File: src/rtl/stopwatch_pkg.sv
// Shared types and helpers for the mm:ss stopwatch.
// State enum, BCD digit width, and a bit-width helper.
package stopwatch_pkg;

  typedef enum logic [1:0] {
    IDLE  = 2'd0,
    RUN   = 2'd1,
    PAUSE = 2'd2
  } state_e;

  localparam int BCD_W = 4;

  // Bits needed to hold value v (never less than 1).
  function automatic int clogb2(input int v);
    int r;
    r = 1;
    for (int i = 0; i < 31; i++) begin
      if ((v >> i) != 0) r = i + 1;
    end
    return r;
  endfunction

endpackage

File: src/rtl/bcd_digit_counter.sv
// One BCD digit counting 0..MOD-1 with carry-out.
// Ports: clk, aclr (sync active-low), clr, inc -> digit, carry.
module bcd_digit_counter
  import stopwatch_pkg::*;
#(
  parameter int MOD = 10
) (
  input  logic             clk,
  input  logic             aclr,
  input  logic             clr,
  input  logic             inc,
  output logic [BCD_W-1:0] digit,
  output logic             carry
);

  localparam logic [BCD_W-1:0] TOP = BCD_W'(MOD - 1);

  logic [BCD_W-1:0] digit_q;
  logic [BCD_W-1:0] digit_d;

  assign carry = inc & (digit_q == TOP);
  assign digit = digit_q;

  always_comb begin
    digit_d = digit_q;
    if (clr) begin
      digit_d = '0;
    end else if (inc) begin
      digit_d = carry ? '0 : digit_q + 1'b1;
    end
  end

  always_ff @(posedge clk) begin
    if (!aclr) digit_q <= '0;
    else       digit_q <= digit_d;
  end

endmodule

File: src/rtl/stopwatch_mmss.sv
// mm:ss stopwatch counting prescaler ticks; IDLE/RUN/PAUSE FSM, wrap pulse.
// Ports: clk, aclr, tick, start_stop, clear [, lap if STOPWATCH_LAP_HOLD_EN] -> BCD digits, running, wrap.
module stopwatch_mmss
  import stopwatch_pkg::*;
#(
  parameter int TICKS_PER_SEC = 100,
  parameter int MIN_MOD       = 60
) (
  input  logic             clk,
  input  logic             aclr,
  input  logic             tick,
  input  logic             start_stop,
  input  logic             clear,
`ifdef STOPWATCH_LAP_HOLD_EN
  input  logic             lap,
`endif
  output logic [BCD_W-1:0] sec_ones,
  output logic [BCD_W-1:0] sec_tens,
  output logic [BCD_W-1:0] min_ones,
  output logic [BCD_W-1:0] min_tens,
  output logic             running,
  output logic             wrap
);

  localparam int SUB_W = clogb2(TICKS_PER_SEC - 1);
  localparam logic [SUB_W-1:0] SUB_MAX = SUB_W'(TICKS_PER_SEC - 1);
  localparam logic [BCD_W-1:0] MT_MAX = BCD_W'((MIN_MOD - 1) / 10);
  localparam logic [BCD_W-1:0] MO_MAX = BCD_W'((MIN_MOD - 1) % 10);

  state_e           state_q, state_d;
  logic             running_q;
  logic [SUB_W-1:0] subsec_q, subsec_d;
  logic [BCD_W-1:0] min_tens_q, min_tens_d;
  logic             wrap_q, wrap_d;

  logic             count_en;
  logic             sec_inc;
  logic             so_carry, st_carry, mo_carry;
  logic             mo_clr;
  logic [BCD_W-1:0] so_q, st_q, mo_q;

  always_comb begin
    state_d = state_q;
    if (clear) begin
      state_d = IDLE;
    end else if (start_stop) begin
      unique case (state_q)
        IDLE:    state_d = RUN;
        RUN:     state_d = PAUSE;
        PAUSE:   state_d = RUN;
        default: state_d = IDLE;
      endcase
    end
  end

  // Counting looks at the current state, so a tick alongside the
  // start_stop entering RUN is dropped and one leaving RUN is kept.
  assign count_en = (state_q == RUN) & tick & ~clear;
  assign sec_inc  = count_en & (subsec_q == SUB_MAX);

  always_comb begin
    subsec_d = subsec_q;
    if (clear) begin
      subsec_d = '0;
    end else if (count_en) begin
      subsec_d = (subsec_q == SUB_MAX) ? '0 : subsec_q + 1'b1;
    end
  end

  bcd_digit_counter #(.MOD(10)) u_sec_ones (
    .clk   (clk),
    .aclr  (aclr),
    .clr   (clear),
    .inc   (sec_inc),
    .digit (so_q),
    .carry (so_carry)
  );

  bcd_digit_counter #(.MOD(6)) u_sec_tens (
    .clk   (clk),
    .aclr  (aclr),
    .clr   (clear),
    .inc   (so_carry),
    .digit (st_q),
    .carry (st_carry)
  );

  // Minutes roll over at MIN_MOD-1, which may not be a ones-digit 9,
  // so the ones digit is force-cleared on wrap.
  assign wrap_d = st_carry & (min_tens_q == MT_MAX) & (mo_q == MO_MAX);
  assign mo_clr = clear | wrap_d;

  bcd_digit_counter #(.MOD(10)) u_min_ones (
    .clk   (clk),
    .aclr  (aclr),
    .clr   (mo_clr),
    .inc   (st_carry),
    .digit (mo_q),
    .carry (mo_carry)
  );

  always_comb begin
    min_tens_d = min_tens_q;
    if (mo_clr) begin
      min_tens_d = '0;
    end else if (mo_carry) begin
      min_tens_d = min_tens_q + 1'b1;
    end
  end

  always_ff @(posedge clk) begin
    if (!aclr) begin
      state_q    <= IDLE;
      running_q  <= 1'b0;
      subsec_q   <= '0;
      min_tens_q <= '0;
      wrap_q     <= 1'b0;
    end else begin
      state_q    <= state_d;
      running_q  <= (state_d == RUN);
      subsec_q   <= subsec_d;
      min_tens_q <= min_tens_d;
      wrap_q     <= wrap_d;
    end
  end

  assign running = running_q;
  assign wrap    = wrap_q;

  logic [4*BCD_W-1:0] live;
  assign live = {min_tens_q, mo_q, st_q, so_q};

`ifdef STOPWATCH_LAP_HOLD_EN
  logic               hold_q, hold_d;
  logic [4*BCD_W-1:0] snap_q, snap_d;

  // Snapshot is taken on the lap that sets hold; count keeps running.
  always_comb begin
    hold_d = hold_q;
    snap_d = snap_q;
    if (clear) begin
      hold_d = 1'b0;
    end else if (lap && (state_q == RUN)) begin
      hold_d = ~hold_q;
      if (!hold_q) snap_d = live;
    end
  end

  always_ff @(posedge clk) begin
    if (!aclr) begin
      hold_q <= 1'b0;
      snap_q <= '0;
    end else begin
      hold_q <= hold_d;
      snap_q <= snap_d;
    end
  end

  assign {min_tens, min_ones, sec_tens, sec_ones} = hold_q ? snap_q : live;
`else
  assign {min_tens, min_ones, sec_tens, sec_ones} = live;
`endif

endmodule

File: config.mk
export PLATFORM = sky130hd
export DESIGN_NAME = stopwatch_mmss
export DESIGN_NICKNAME = d
export VERILOG_FILES = /design/src/rtl/stopwatch_pkg.sv /design/src/rtl/bcd_digit_counter.sv /design/src/rtl/stopwatch_mmss.sv
export SDC_FILE = /design/constraint.sdc
export NUM_CORES = 1
export LEC_CHECK = 0
export CAP_MARGIN = 20
export CORE_MARGIN = 3
export CORE_UTILIZATION = 55
export DETAILED_ROUTE_END_ITERATION = 16
export PLACE_DENSITY = 0.82
export SLEW_MARGIN = 20
export SYNTH_ARGS = -nofsm -noshare
export SYNTH_HDL_FRONTEND = slang
export SYNTH_SLANG_ARGS = --single-unit
File: constraint.sdc
create_clock -name clk -period 4 [get_ports clk]
set_input_delay 0.8 -clock clk [delete_from_list [all_inputs] [get_ports clk]]
set_output_delay 0.8 -clock clk [all_outputs]
set_load 0.005 [all_outputs]
==> run metrics <==
Worst Setup Slack, final=roughly 1.4 ns; mean post-synth cell area=approximately 9 sq um; CTS Root Cell=clkbuf_4; final hold slack=~0.51 ns; Hold Path Class=flip-flop to flip-flop; fin crit period=2.58 ns; largest net degree at the start of global routing=25; required time of the critical path=4.27 ns; M1 GR Usage=0.235; clock transition at the registers of the reported paths=between 0.15 and 0.2 ns; Post-synth EDFFs=0; critical path type=primary input to flip-flop; met3 usage=0.0345; Rows=17; DRT iter0 DRCs=33; DP Worst Slack=~1.0 ns; Initial Utilization=0.605; post-route ant nets=0; asr flop ratio synth=0; Post-CTS Setup Repair Bufs=0; wire per inst=~14 um; max incr delay on CP=between 0.5 and 0.6 ns; CP startpoint kind=primary input; routed wire length=around 2.8 mm; cts bufs inserted=3; H-tree Lvls=1; CP max stage cell=or4_1; setup violators final=0; CP endpoint kind=flip-flop; Seq cells post-synth=27; worst path arrival time=around 2.9 ns; Die Area=~3200 sq um; vias in the first global route=between 1000 and 1500; critical path's top delay family=simple AND/OR/NAND/NOR gates; predominant post-synthesis flop cell=dfxtp_1; first-pass GRT wire length=between 4 and 5 mm; Syn Nets=around 170; post-synthesis cell count=roughly 150; die span in x=approximately 56 um; Net count, final=between 150 and 200; TritonCTS clock tree=yes; HPWL after DPL=roughly 2.1 mm; Mapped Area=between 1000 and 1500 sq um; fmax=about 0.39 GHz; hold buffer count at CTS=0; DRC=0; GP Congestion=about 0.83; Max-cap violations=0; Synth top area share=0.389; crit-path max FO=24; PortBufs=22; First-pass DRT Iterations=4; clock skew=0.00960 ns; CTS Sinks=27; commonest non-fill, non-tap cell in the layout=dfxtp_1; initial antenna violation count=0; vias=around 1200; Yosys cell types=38; gr ovfl total=0; critical-path cell list=clkdlybuf4s50_1, and4bb_1, nand4_4, or4_1, a21oi_1; P&R area growth vs syn=18.0%; post-synth top area cell=dfxtp_1; P per Cell Area=about 250 nW/um^2; I/O pin cnt=23; Synthesis Warnings=0; Worst Hold Depth=2; Least-Margin Pin Slew=0.522 ns; ant diodes=0; endpoints failing hold=0; Die Y=between 50 and 60 um; clk buf depth=2; commonest cells after routing, fill and taps aside=dfxtp_1 (27), clkdlybuf4s50_1 (22), nor2_1 (12); Setup TNS=0 ns; GR Layer Usage met2=0.327; CP bufs+invs=1; synth top area cells=dfxtp_1 (39%), ha_1 (8.1%), a21oi_1 (4.0%); busiest metal layer after global routing=met2; Clk Latency, worst-skew pair=roughly 0.33 ns; slew margin rel.=0.652; vias per cell=~6.0; core footprint=2300 sq um; reg2reg path depth=5; sequential fraction of the synthesis area=0.389; RSZ-0062 raised after global routing=false; Crit. path cell count=5; leakage power=between 0.5 and 0.6 nW; status=complete, no violations; crit share post-route=0.644; Pins Over Slew Limit=0; GR Util All Layers=0.189; Resize count post-CTS=0; IR drop worst, VDD=0.202 mV; fraction of layout cells with a size suffix above 1=0.0460
[tightest hold or removal path, cell delays in order (launching register included)]
cell     delay, ns
dfxtp_1       0.36
nand2_1       0.06
mux2i_1       0.06
[flip-flops by register name, indices dropped and copies added (netlist names)]
register,flops
min_tens,4
wrap,1
running,1
u_min_ones.digit,4
state_q,2
u_sec_ones.digit,4
u_sec_tens.digit,4
subsec_q,7
[through the flow]
step	std cells	utilization	power, W	cell area (sq um)
2_1_floorplan	154	-	0.000285	1390
3_3_place_gp	198	0.701	0.000292	1610
3_5_place_dp	198	0.701	0.000293	1610
4_1_cts	202	0.714	0.000413	1640
5_1_grt	202	0.714	0.000425	1640
6_report	202	0.714	0.000410	1640
[cell type report]
cell class	instances	area, sq um
inverter	7	26.3
timing repair buffer	22	220
sequential	27	541
fill	181	657
clock inverter	1	7.51
tap	28	35.0
multi-input combinational	114	788
clock buffer	3	22.5
[routing by layer]
metal | part of all wire | routed length [um]
met5 | 0 | 0
met4 | 0.016 | 43
met3 | 0.073 | 203
met2 | 0.47 | 1310
met1 | 0.44 | 1210
[worst paths after layout]
kind | startpoint | endpoint | slack (ns)
setup / recovery | clear | u_sec_tens.digit[3]$_SDFFE_PP0N_ | 1.42
hold / removal | min_tens[3]$_SDFFE_PP0P_ | min_tens[3]$_SDFFE_PP0P_ | 0.51
setup reg to reg | u_sec_ones.digit[0]$_SDFFE_PP0P_ | min_tens[0]$_SDFFE_PP0P_ | 1.87
hold reg to reg | min_tens[3]$_SDFFE_PP0P_ | min_tens[3]$_SDFFE_PP0P_ | 0.51
[cell usage after synthesis (2+ instances only)]
master,instances
inv_1,7
a31oi_1,3
and3_1,3
a21oi_1,11
nor2_1,12
nor3_1,6
o31ai_1,2
xnor2_1,2
nand3b_1,3
xor2_1,5
ha_1,9
nand2_1,6
or4_1,6
nand4_1,2
mux2i_1,3
nand3_1,5
clkbuf_1,3
nand2b_1,3
o21ai_0,11
and3b_1,3
dfxtp_1,27
or3_1,5
and2_1,2
[where the power goes]
part	switching (W)	internal, W	leakage [nW]
combinational	0.00000867	0.00000756	0.331
sequential	0.000000688	0.000270	0.218
clock	0.0000848	0.0000383	0.0139
[cells by family (layout without fill, tap and decap cells)]
| family | Yosys count | in the layout | share of synthesized area |
|---|---|---|---|
| AO/OA/AOI/OAI | 30 | 30 | 0.121 |
| buffers and inverters | 13 | 33 | 0.0441 |
| multiplexers | 4 | 4 | 0.0297 |
| XOR/XNOR | 7 | 7 | 0.0441 |
| AND/OR/NAND/NOR | 64 | 64 | 0.292 |
| adder cells (fa/ha/maj) | 9 | 9 | 0.0810 |
| flip-flops | 27 | 27 | 0.389 |
Power figures use the tool's default switching activity.
